<file path="src/rtl/sd_seq_check.sv">
`default_nettype none
// ============================================================================
// Module      : sd_seq_check
// Description : Sequence checker sink. Accepts a programmed number of words
//               under a repeating drdy pattern and checks that each word
//               carries the expected tag and an incrementing count.
// Revision    : 1.0 - initial release
// ============================================================================
module sd_seq_check #(
    parameter int width   = 8,
    parameter int tag_sz  = 1,
    parameter int tag_val = 0,
    parameter int pat_dep = 8
) (
    input  logic               clk,
    input  logic               reset,
    input  logic               c_srdy,
    output logic               c_drdy,
    input  logic [width-1:0]   c_data,
    input  logic               start,
    input  logic [31:0]        amount,
    input  logic [pat_dep-1:0] pat,
    output logic               done,
    output logic               err,
    output logic [15:0]        err_cnt,
    output logic [15:0]        rx_cnt
);

    localparam int C_COUNT_SZ = width - tag_sz;
    localparam int C_PTR_W    = (pat_dep > 1) ? $clog2(pat_dep) : 1;
    localparam logic [C_PTR_W-1:0] C_PTR_LAST = C_PTR_W'(pat_dep - 1);
    localparam logic [tag_sz-1:0]  C_TAG      = tag_sz'(tag_val);

    typedef enum logic [1:0] {
        S_IDLE = 2'd0,
        S_RUN  = 2'd1,
        S_DONE = 2'd2
    } state_t;

    state_t                r_state, w_state_n;
    logic [C_PTR_W-1:0]    r_ptr, w_ptr_n, w_ptr_inc;
    logic [31:0]           r_rem, w_rem_n;
    logic [pat_dep-1:0]    r_pat, w_pat_n;
    logic                  r_drdy, w_drdy_n;
    logic                  r_done, w_done_n;
    logic [C_COUNT_SZ-1:0] r_exp, w_exp_n;
    logic                  r_err, w_err_n;
    logic [15:0]           r_err_cnt, w_err_cnt_n;
    logic [15:0]           r_rx_cnt, w_rx_cnt_n;

    logic                  w_xfer;
    logic                  w_match;
    logic [tag_sz-1:0]     w_rx_tag;
    logic [C_COUNT_SZ-1:0] w_rx_count;

    assign w_rx_tag   = c_data[width-1:C_COUNT_SZ];
    assign w_rx_count = c_data[C_COUNT_SZ-1:0];
    assign w_match    = (w_rx_tag == C_TAG) && (w_rx_count == r_exp);
    // A word is only taken while running and both sides are ready.
    assign w_xfer     = (r_state == S_RUN) && c_srdy && r_drdy;
    assign w_ptr_inc  = (r_ptr == C_PTR_LAST) ? '0 : r_ptr + 1'b1;

    assign c_drdy  = r_drdy;
    assign done    = r_done;
    assign err     = r_err;
    assign err_cnt = r_err_cnt;
    assign rx_cnt  = r_rx_cnt;

    // Next-state and next-output computation; drdy is looked ahead one
    // cycle so the output is a plain flop with no path from c_srdy.
    always_comb begin
        w_state_n   = r_state;
        w_ptr_n     = r_ptr;
        w_rem_n     = r_rem;
        w_pat_n     = r_pat;
        w_drdy_n    = r_drdy;
        w_done_n    = r_done;
        w_exp_n     = r_exp;
        w_err_n     = r_err;
        w_err_cnt_n = r_err_cnt;
        w_rx_cnt_n  = r_rx_cnt;

        case (r_state)
            S_IDLE, S_DONE: begin
                w_drdy_n = 1'b0;
                if (start) begin
                    w_rem_n = amount;
                    w_pat_n = pat;
                    w_ptr_n = '0;
                    if (amount == 32'd0) begin
                        w_state_n = S_DONE;
                        w_done_n  = 1'b1;
                    end else begin
                        w_state_n = S_RUN;
                        w_done_n  = 1'b0;
                        w_drdy_n  = pat[0];
                    end
                end
            end
            S_RUN: begin
                w_ptr_n  = w_ptr_inc;
                w_drdy_n = r_pat[w_ptr_inc];
                if (w_xfer) begin
                    w_rem_n = r_rem - 32'd1;
                    // Last word of the run: close the window immediately.
                    if (r_rem == 32'd1) begin
                        w_state_n = S_DONE;
                        w_done_n  = 1'b1;
                        w_drdy_n  = 1'b0;
                    end
                end
            end
            default: begin
                w_state_n = S_IDLE;
                w_drdy_n  = 1'b0;
                w_done_n  = 1'b0;
            end
        endcase

        // Sequence check; a mismatch resyncs to the received count so one
        // dropped word costs exactly one error.
        if (w_xfer) begin
            if (r_rx_cnt != 16'hFFFF) begin
                w_rx_cnt_n = r_rx_cnt + 16'd1;
            end
            if (w_match) begin
                w_exp_n = r_exp + 1'b1;
            end else begin
                w_exp_n = w_rx_count + 1'b1;
                w_err_n = 1'b1;
                if (r_err_cnt != 16'hFFFF) begin
                    w_err_cnt_n = r_err_cnt + 16'd1;
                end
            end
        end
    end

    // State and output registers with synchronous reset.
    always_ff @(posedge clk) begin
        if (reset) begin
            r_state   <= S_IDLE;
            r_ptr     <= '0;
            r_rem     <= '0;
            r_pat     <= '0;
            r_drdy    <= 1'b0;
            r_done    <= 1'b0;
            r_exp     <= '0;
            r_err     <= 1'b0;
            r_err_cnt <= '0;
            r_rx_cnt  <= '0;
        end else begin
            r_state   <= w_state_n;
            r_ptr     <= w_ptr_n;
            r_rem     <= w_rem_n;
            r_pat     <= w_pat_n;
            r_drdy    <= w_drdy_n;
            r_done    <= w_done_n;
            r_exp     <= w_exp_n;
            r_err     <= w_err_n;
            r_err_cnt <= w_err_cnt_n;
            r_rx_cnt  <= w_rx_cnt_n;
        end
    end

endmodule
`default_nettype wire

</file>
<file path="config.mk">
export PLATFORM = sky130hd
export DESIGN_NAME = sd_seq_check
export DESIGN_NICKNAME = d
export VERILOG_FILES = /design/src/rtl/sd_seq_check.sv
export SDC_FILE = /design/constraint.sdc
export NUM_CORES = 1
export LEC_CHECK = 0
export BUFFER_PORTS_ARGS = -buffer_cell sky130_fd_sc_hd__clkbuf_2
export CORE_MARGIN = 2
export CORE_UTILIZATION = 60
export CTS_CLUSTER_DIAMETER = 100
export DETAILED_ROUTE_END_ITERATION = 6
export GPL_ROUTABILITY_DRIVEN = 0
export PLACE_DENSITY = 0.91
export RECOVER_POWER = 25
export SLEW_MARGIN = 40
export SYNTH_ARGS = -nofsm -noshare
export SYNTH_HDL_FRONTEND = slang
export SYNTH_SLANG_ARGS = --single-unit
</file>
<file path="constraint.sdc">
create_clock -name clk -period 6.7 [get_ports clk]
set_clock_uncertainty 0.15 [all_clocks]
set_input_delay 0.335 -clock clk [delete_from_list [all_inputs] [get_ports clk]]
set_output_delay 0.335 -clock clk [all_outputs]
set_load 0.02 [all_outputs]
</file>
==> run metrics, run 1 <==
number of CTS-inserted buffers=9; library cell used as clock root buffer=sky130_fd_sc_hd__clkbuf_8; setup-violating endpoint count in the final report=0; Post-layout nets=725; Hold Vio Cnt, Final=0; initial antenna violation count=0; buffers added on ports=86; combined area of all synthesized cells=4788 um^2; clk sinks=86; largest area contributor in the netlist=sky130_fd_sc_hd__dfxtp_1; TritonCTS clock tree=yes; element type at the critical path start=flip-flop; total half-perimeter wirelength after legalization and detailed placement=8560 um; minimum period implied by the final worst setup slack=about 2.8 ns; peak ir drop on the vdd network=0.0001009 V; share of synthesized registers carrying an async set or reset=0%; Longest Clk Path Bufs=2; wire length of the first global-routing pass=20,560 um; Max Freq=356.8 MHz; vias in the first global route=about 4,400; max incr delay on CP=0.61 ns; floorplan row count=32; relative contribution of combinational cells to total power=19.3%; flip-flop and latch count after synthesis=86; die height=just over 90 um; placed instance count=757; reg2reg start=r_rem[0]; net count of the mapped netlist=between 600 and 700; global-route usage over all layers=around 29%; Critical Path Stages=7; Top Family by Delay on Critical Path=simple AND/OR/NAND/NOR gates; Post-CTS Repair Setup Buffers=0; starting density of the core=~62%; Area growth syn-to-layout=12.80%; detailed-routing iteration count for the pre-antenna-repair pass=7; fraction of layout instances using a drive strength above 1=14.31%; Worst setup startpoint=r_rem[0]; Post-route DRC=0; Total Negative Setup Slacks=0 ns; pin count of the biggest net entering global routing=93; Total Wirelength=roughly 13,000 um; total power density per cell area=approximately 210 nW/um^2; number of cell instances on the worst register-to-register path=7; Die ar.=a little under 9000 um^2; chain of cells forming the critical path=inv_1, ha_1, or4b_1, nor4_4, nand2_2, o31a_1, a2111oi_2; synth warn=0; commonest cells after routing, fill and taps aside=sky130_fd_sc_hd__dfxtp_1, sky130_fd_sc_hd__nor2_1, sky130_fd_sc_hd__a21oi_1, sky130_fd_sc_hd__clkbuf_2, sky130_fd_sc_hd__nand2_1; filler instances=roughly 660; worst setup path endpoint=r_rem[30]; net switching fraction of the power=30.86%; portion of the post-synthesis area used by sequential elements=approximately 36%; number of placed I/O pins=87; sequential group share of total power=49.2%; wire per inst=~16 um; critical path required time=around 6.8 ns; internal power=between 0.7 and 0.8 mW; clock transition at the registers of the reported paths=0.09 ns; Via-to-Cell Ratio=around 6.5; Worst Setup End Kind=flip-flop; net load switching power=0.3507 mW; global-route congestion overflow total=0; count of instances resized after the clock tree is built=0; syn_area_per_cell=between 7 and 8 um^2; type of the most critical hold path=input port to flip-flop; number of violations of the max-capacitance limit=0; most common cell after layout, fill and taps aside=sky130_fd_sc_hd__dfxtp_1; Final ANT Viol Nets=0; clock latency of the later-clocked register in the worst-skew pair=0.35 ns; Die X-Extent=between 90 and 100 um; worst-path cell with the longest stage delay=sky130_fd_sc_hd__or4b_1; core area=7727 um^2; Data arrival, critical path=2.90 ns; count of vias placed by the detailed router=approximately 5,000; critical path buffer and inverter count=1; number of enable flip-flop cells after synthesis=0; number of cells on the worst hold path=3; cell count after synthesis=605; DRC violation total after the first TritonRoute iteration=478; Post-synth top flop=sky130_fd_sc_hd__dfxtp_1; actual transition at the worst max-transition pin=0.8025 ns; Max Slew Vio Count=0; RSZ-0062 raised after global routing=no; cts-stage hold buffer count=0; Netlist cell types=64; portion of total power attributed to the clock network=31.5%; diodes inserted=0; placed inst area=5234 um^2; worst slew slack as a fraction of its limit=46.01%; leakage component of the power=1.889 nW; final design utilization=a little over two thirds; fraction of synthesized cell area taken by the top area cell type=35.96%; depth of the CTS H-tree=3; type of the worst setup path=flip-flop to flip-flop; cells taking the most area after synthesis=sky130_fd_sc_hd__dfxtp_1, sky130_fd_sc_hd__a21oi_1, sky130_fd_sc_hd__nor2_1; post-route cell area=around 5400 um^2; non-filler cells, final=773; maximum fanout along the worst path=10; reg-to-reg setup timing slack=3.90 ns; crit share post-route=roughly two fifths; Reg-to-Reg End=r_rem[30]; result of the run=finished, final reports clean
cell type report:
| cell class | instances | area, um^2 | share of cell area [%] |
|---|---|---|---|
| timing repair buffer | 91 | 434.2 | 8.038 |
| multi-input combinational | 467 | 2888 | 53.46 |
| tap | 102 | 127.6 | 2.363 |
| clock buffer | 10 | 127.6 | 2.363 |
| clock inverter | 6 | 61.31 | 1.135 |
| sequential | 86 | 1722 | 31.87 |
| inverter | 11 | 41.29 | 0.7644 |
layer usage:
layer | GRT usage, % | routed length (um)
met1 | 38.41 | 5412
met2 | 46.70 | 5948
met3 | 4.190 | 1037
met4 | 11.03 | 246
met5 | 0 | 0
cell families after synthesis:
group,Yosys count,share of synthesized area (%)
buffers and inverters,52,4.181
and+or+nand+nor,262,29.48
muxes,10,2.430
DFF,86,35.96
xor gates and xnor gates,22,4.024
adders and majority gates,7,1.829
AOI/OAI and AO/OA,166,22.11
worst min-delay path, cell delays in order:
cell and delay (ns):
sky130_fd_sc_hd__clkbuf_2 0.08, sky130_fd_sc_hd__nand2_1 0.04, sky130_fd_sc_hd__a21oi_1 0.05
Yosys cell counts (9+ instances only):
cell type	number
sky130_fd_sc_hd__a211oi_1	11
sky130_fd_sc_hd__a21oi_1	56
sky130_fd_sc_hd__a31oi_1	9
sky130_fd_sc_hd__and3_1	11
sky130_fd_sc_hd__clkbuf_1	35
sky130_fd_sc_hd__dfxtp_1	86
sky130_fd_sc_hd__inv_1	10
sky130_fd_sc_hd__nand2_1	47
sky130_fd_sc_hd__nand3_1	30
sky130_fd_sc_hd__nand4_1	15
sky130_fd_sc_hd__nor2_1	62
sky130_fd_sc_hd__nor3_1	21
sky130_fd_sc_hd__nor4_1	19
sky130_fd_sc_hd__o21ai_0	29
sky130_fd_sc_hd__o31ai_1	12
sky130_fd_sc_hd__or4_1	18
sky130_fd_sc_hd__xnor2_1	17
flip-flops by register name, summed over array words and instances, names as in the netlist:
register,flops
r_rem,32
err_cnt,16
r_exp,7
rx_cnt,16
c_drdy,1
err,1
r_pat,8
r_ptr,3
r_state,2
power groups by stage:
stage | clock network (mW) | logic (mW) | registers (mW)
after floorplan | 0 | 0.156 | 0.563
after global placement | 0 | 0.203 | 0.566
after detailed placement | 0 | 0.210 | 0.569
final | 0.358 | 0.219 | 0.559
after global routing | 0.385 | 0.239 | 0.562
after CTS | 0.364 | 0.213 | 0.557
stage by stage:
step	hold slack [ns]	setup slack (ns)	power, mW
2_1_floorplan	0.2806	4.281	0.7192
3_3_place_gp	0.2908	4.064	0.7690
3_5_place_dp	0.2962	3.980	0.7783
4_1_cts	0.03453	3.950	1.134
5_1_grt	0.03957	3.693	1.186
6_report	0.04357	3.897	1.136
worst min-delay path by stage:
stage	slack (ns)	end	start
after floorplan	0.28	r_exp[0]	c_data[0]
after detailed placement	0.30	r_pat[4]	r_pat[4]
after CTS	0.03	r_pat[1]	pat[1]
final	0.04	r_pat[1]	pat[1]
after global placement	0.29	r_pat[0]	r_pat[0]
after global routing	0.04	r_pat[5]	pat[5]
No activity file was read; power rests on OpenSTA's default activity.
==> inputs of run 2 (changes only) <==
--- a/config.mk
+++ b/config.mk
@@ -7,11 +7,11 @@
 export LEC_CHECK = 0
 export BUFFER_PORTS_ARGS = -buffer_cell sky130_fd_sc_hd__clkbuf_2
 export CORE_MARGIN = 2
-export CORE_UTILIZATION = 60
+export CORE_UTILIZATION = 51
 export CTS_CLUSTER_DIAMETER = 100
 export DETAILED_ROUTE_END_ITERATION = 6
 export GPL_ROUTABILITY_DRIVEN = 0
-export PLACE_DENSITY = 0.91
+export PLACE_DENSITY = 0.83
 export RECOVER_POWER = 25
 export SLEW_MARGIN = 40
 export SYNTH_ARGS = -nofsm -noshare
==> constraint.sdc (replaced) <==
create_clock -name clk -period 2.45 [get_ports clk]
set_clock_uncertainty 0.15 [all_clocks]
set_input_delay 0.1225 -clock clk [delete_from_list [all_inputs] [get_ports clk]]
set_output_delay 0.1225 -clock clk [all_outputs]
set_load 0.02 [all_outputs]
==> run 2 against run 1 <==
  * Register-to-register slack lost 3.8 ns
  * First-iteration DRC count shrank 58%
  * Count of clock-buffer cells in the layout grew 3
  * Combinational power rose to 3.3 times the previous value
  * Sequential power rose to 2.7 times the previous value
  * Core utilization is 4.7 points lower
  * Routed wire length grew 6.1%
  * Cell count increased by 8.9%
  * Non-clock buffer count grew 60
  * Critical path depth fell by 2
  * Flip-flop and latch count unchanged
  * Critical path type unchanged
  * Largest cell class unchanged
==> run metrics, run 2 (synthesis results as in run 1) <==
result of the run=finished, final reports clean (unchanged); Worst Setup End Kind=flip-flop (unchanged); type of the worst setup path=flip-flop to flip-flop (unchanged); Total Negative Setup Slacks=0 ns (unchanged); relative contribution of combinational cells to total power=21.7% (was 19.3%); vias in the first global route=4,771 (was 4,436); Total Wirelength=13,410 um (was 12,640 um); setup-violating endpoint count in the final report=0 (unchanged); type of the most critical hold path=input port to flip-flop (unchanged); global-route usage over all layers=25.99% (was 28.66%); crit share post-route=97.49% (was 41.83%); placed instance count=794 (was 757); critical path required time=2.55 ns (was 6.80 ns); clock transition at the registers of the reported paths=0.09 ns (about the same); Die ar.=10,180 um^2 (was 8711 um^2); die height=100.9 um (was 93.34 um); worst slew slack as a fraction of its limit=50.45% (was 46.01%); internal power=2.390 mW (was 0.7857 mW); depth of the CTS H-tree=3 (unchanged); clock latency of the later-clocked register in the worst-skew pair=0.36 ns (was 0.35 ns); floorplan row count=35 (was 32); number of violations of the max-capacitance limit=0 (unchanged); final setup margin=0.06145 ns (was 3.897 ns); Max Freq=418.7 MHz (was 356.8 MHz); number of flip-flops in the largest register=32 (unchanged); Die X-Extent=100.9 um (was 93.34 um); DRC violation total after the first TritonRoute iteration=201 (was 478); largest register by flop count=r_rem (unchanged); worst-path cell with the longest stage delay=sky130_fd_sc_hd__or4_4 (was sky130_fd_sc_hd__or4b_1); element type at the critical path start=flip-flop (unchanged); most common cell after layout, fill and taps aside=sky130_fd_sc_hd__dfxtp_1 (unchanged); Hold Vio Cnt, Final=0 (unchanged); sequential group share of total power=45.0% (was 49.2%); global-route congestion overflow total=0 (unchanged); Longest Clk Path Bufs=2 (unchanged); Post-layout nets=785 (was 725); starting density of the core=52.32% (was 61.97%); number of CTS-inserted buffers=9 (unchanged); leakage component of the power=2.174 nW (was 1.889 nW); Via-to-Cell Ratio=6.195 (was 6.499); wire length of the first global-routing pass=21,490 um (was 20,560 um); actual transition at the worst max-transition pin=0.7432 ns (was 0.8025 ns); Max Slew Vio Count=0 (unchanged); Data arrival, critical path=2.49 ns (was 2.90 ns); library cell used as clock root buffer=sky130_fd_sc_hd__clkbuf_8 (unchanged); RSZ-0062 raised after global routing=no (unchanged); Final ANT Viol Nets=0 (unchanged); max incr delay on CP=0.62 ns (was 0.61 ns); wire per inst=15.93 um (was 16.36 um); TritonCTS clock tree=yes (unchanged); chain of cells forming the critical path=or3_1, or4_4, nor2_2, nand3_1, o311a_1 (was inv_1, ha_1, or4b_1, nor4_4, nand2_2, o31a_1, a2111oi_2); non-filler cells, final=842 (was 773); buffers added on ports=86 (unchanged); net load switching power=0.9878 mW (was 0.3507 mW); portion of total power attributed to the clock network=33.3% (was 31.5%); maximum fanout along the worst path=6 (was 10); placed inst area=5459 um^2 (was 5234 um^2); diodes inserted=0 (unchanged); post-route worst hold slack=0.01181 ns (was 0.04357 ns); total power density per cell area=565.9 nW/um^2 (was 210.4 nW/um^2); Area growth syn-to-layout=24.67% (was 12.80%); number of placed I/O pins=87 (unchanged); pin count of the biggest net entering global routing=38 (was 93); worst-case setup slack after placement=0.05090 ns (was 3.980 ns); clk sinks=86 (unchanged); fraction of layout instances using a drive strength above 1=16.83% (was 14.31%); count of vias placed by the detailed router=5,216 (was 5,024); Post-route DRC=0 (unchanged); initial antenna violation count=0 (unchanged); post-route cell area=5969 um^2 (was 5401 um^2); minimum period implied by the final worst setup slack=2.389 ns (was 2.803 ns); detailed-routing iteration count for the pre-antenna-repair pass=5 (was 7); net switching fraction of the power=29.24% (was 30.86%); core area=9153 um^2 (was 7727 um^2); commonest cells after routing, fill and taps aside=sky130_fd_sc_hd__dfxtp_1, sky130_fd_sc_hd__nor2_1, sky130_fd_sc_hd__clkbuf_2, sky130_fd_sc_hd__a21oi_1, sky130_fd_sc_hd__nand2_1 (was sky130_fd_sc_hd__dfxtp_1, sky130_fd_sc_hd__nor2_1, sky130_fd_sc_hd__a21oi_1, sky130_fd_sc_hd__clkbuf_2, sky130_fd_sc_hd__nand2_1); peak ir drop on the vdd network=0.0003320 V (was 0.0001009 V); total half-perimeter wirelength after legalization and detailed placement=9357 um (was 8560 um)
==> run 2: cell count changes in the layout (fill, tap and decap cells not counted), moves of 2 or more <==
cell,delta
sky130_fd_sc_hd__dlygate4sd3_1,+31
sky130_fd_sc_hd__buf_4,+29
sky130_fd_sc_hd__clkinv_2,-3
sky130_fd_sc_hd__nor2b_1,+2
sky130_fd_sc_hd__nor2b_2,-2
==> run 2: critical path, delay by kind of cell (launching register included) <==
family | cells | cell delay, ns
compound gates | 1 | 0.30
simple gates | 4 | 1.45
flops | 1 | 0.37
==> run 2: through the flow <==
stage	total power, mW	util, %
global route	3.512	65.22
CTS	3.366	65.40
finish	3.378	65.22
global placement	2.188	59.64
detailed placement	2.214	59.64
floorplan	1.967	-
==> run 2: power by group through the flow <==
stage	Combinational [mW]	Clock, mW	Sequential, mW
global route	0.794	1.19	1.53
global placement	0.645	0	1.54
finish	0.732	1.12	1.52
CTS	0.707	1.14	1.52
floorplan	0.427	0	1.54
detailed placement	0.665	0	1.55
==> run 2: layer usage <==
metal	GRT usage [%]	vias up	share of wire [%]
met2	43.33	218	48
li1	-	2519	-
met3	4.369	36	6.8
met5	0	-	0
met1	32.76	2443	42
met4	12.16	0	2.8
==> run 2: cell type report <==
type | instances | area [um^2]
clock buffers | 13 | 148.9
clock inverters | 3 | 67.56
fillers | 774 | 3183
inverters | 11 | 41.29
multi-input cells | 467 | 2879
flip-flops and latches | 86 | 1722
well taps | 111 | 138.9
repair buffers | 151 | 972.2
==> run 2: timing repair <==
item | in CTS | in global routing
resized for setup | 0 | 6
buffers inserted | 0 | 1
endpoints found under the setup margin | 0 | 5
hold endpoints to repair | 32 | 0
hold buffers | 31 | 0
==> run 2: worst paths after layout <==
check	from	endpoint	slack, ns	cells past startpoint
max	r_rem[9]	r_rem[25]	0.06	5
min	amount[7]	r_rem[7]	0.01	4
max reg2reg	r_rem[9]	r_rem[25]	0.06	5
min reg2reg	r_pat[7]	r_pat[7]	0.32	2
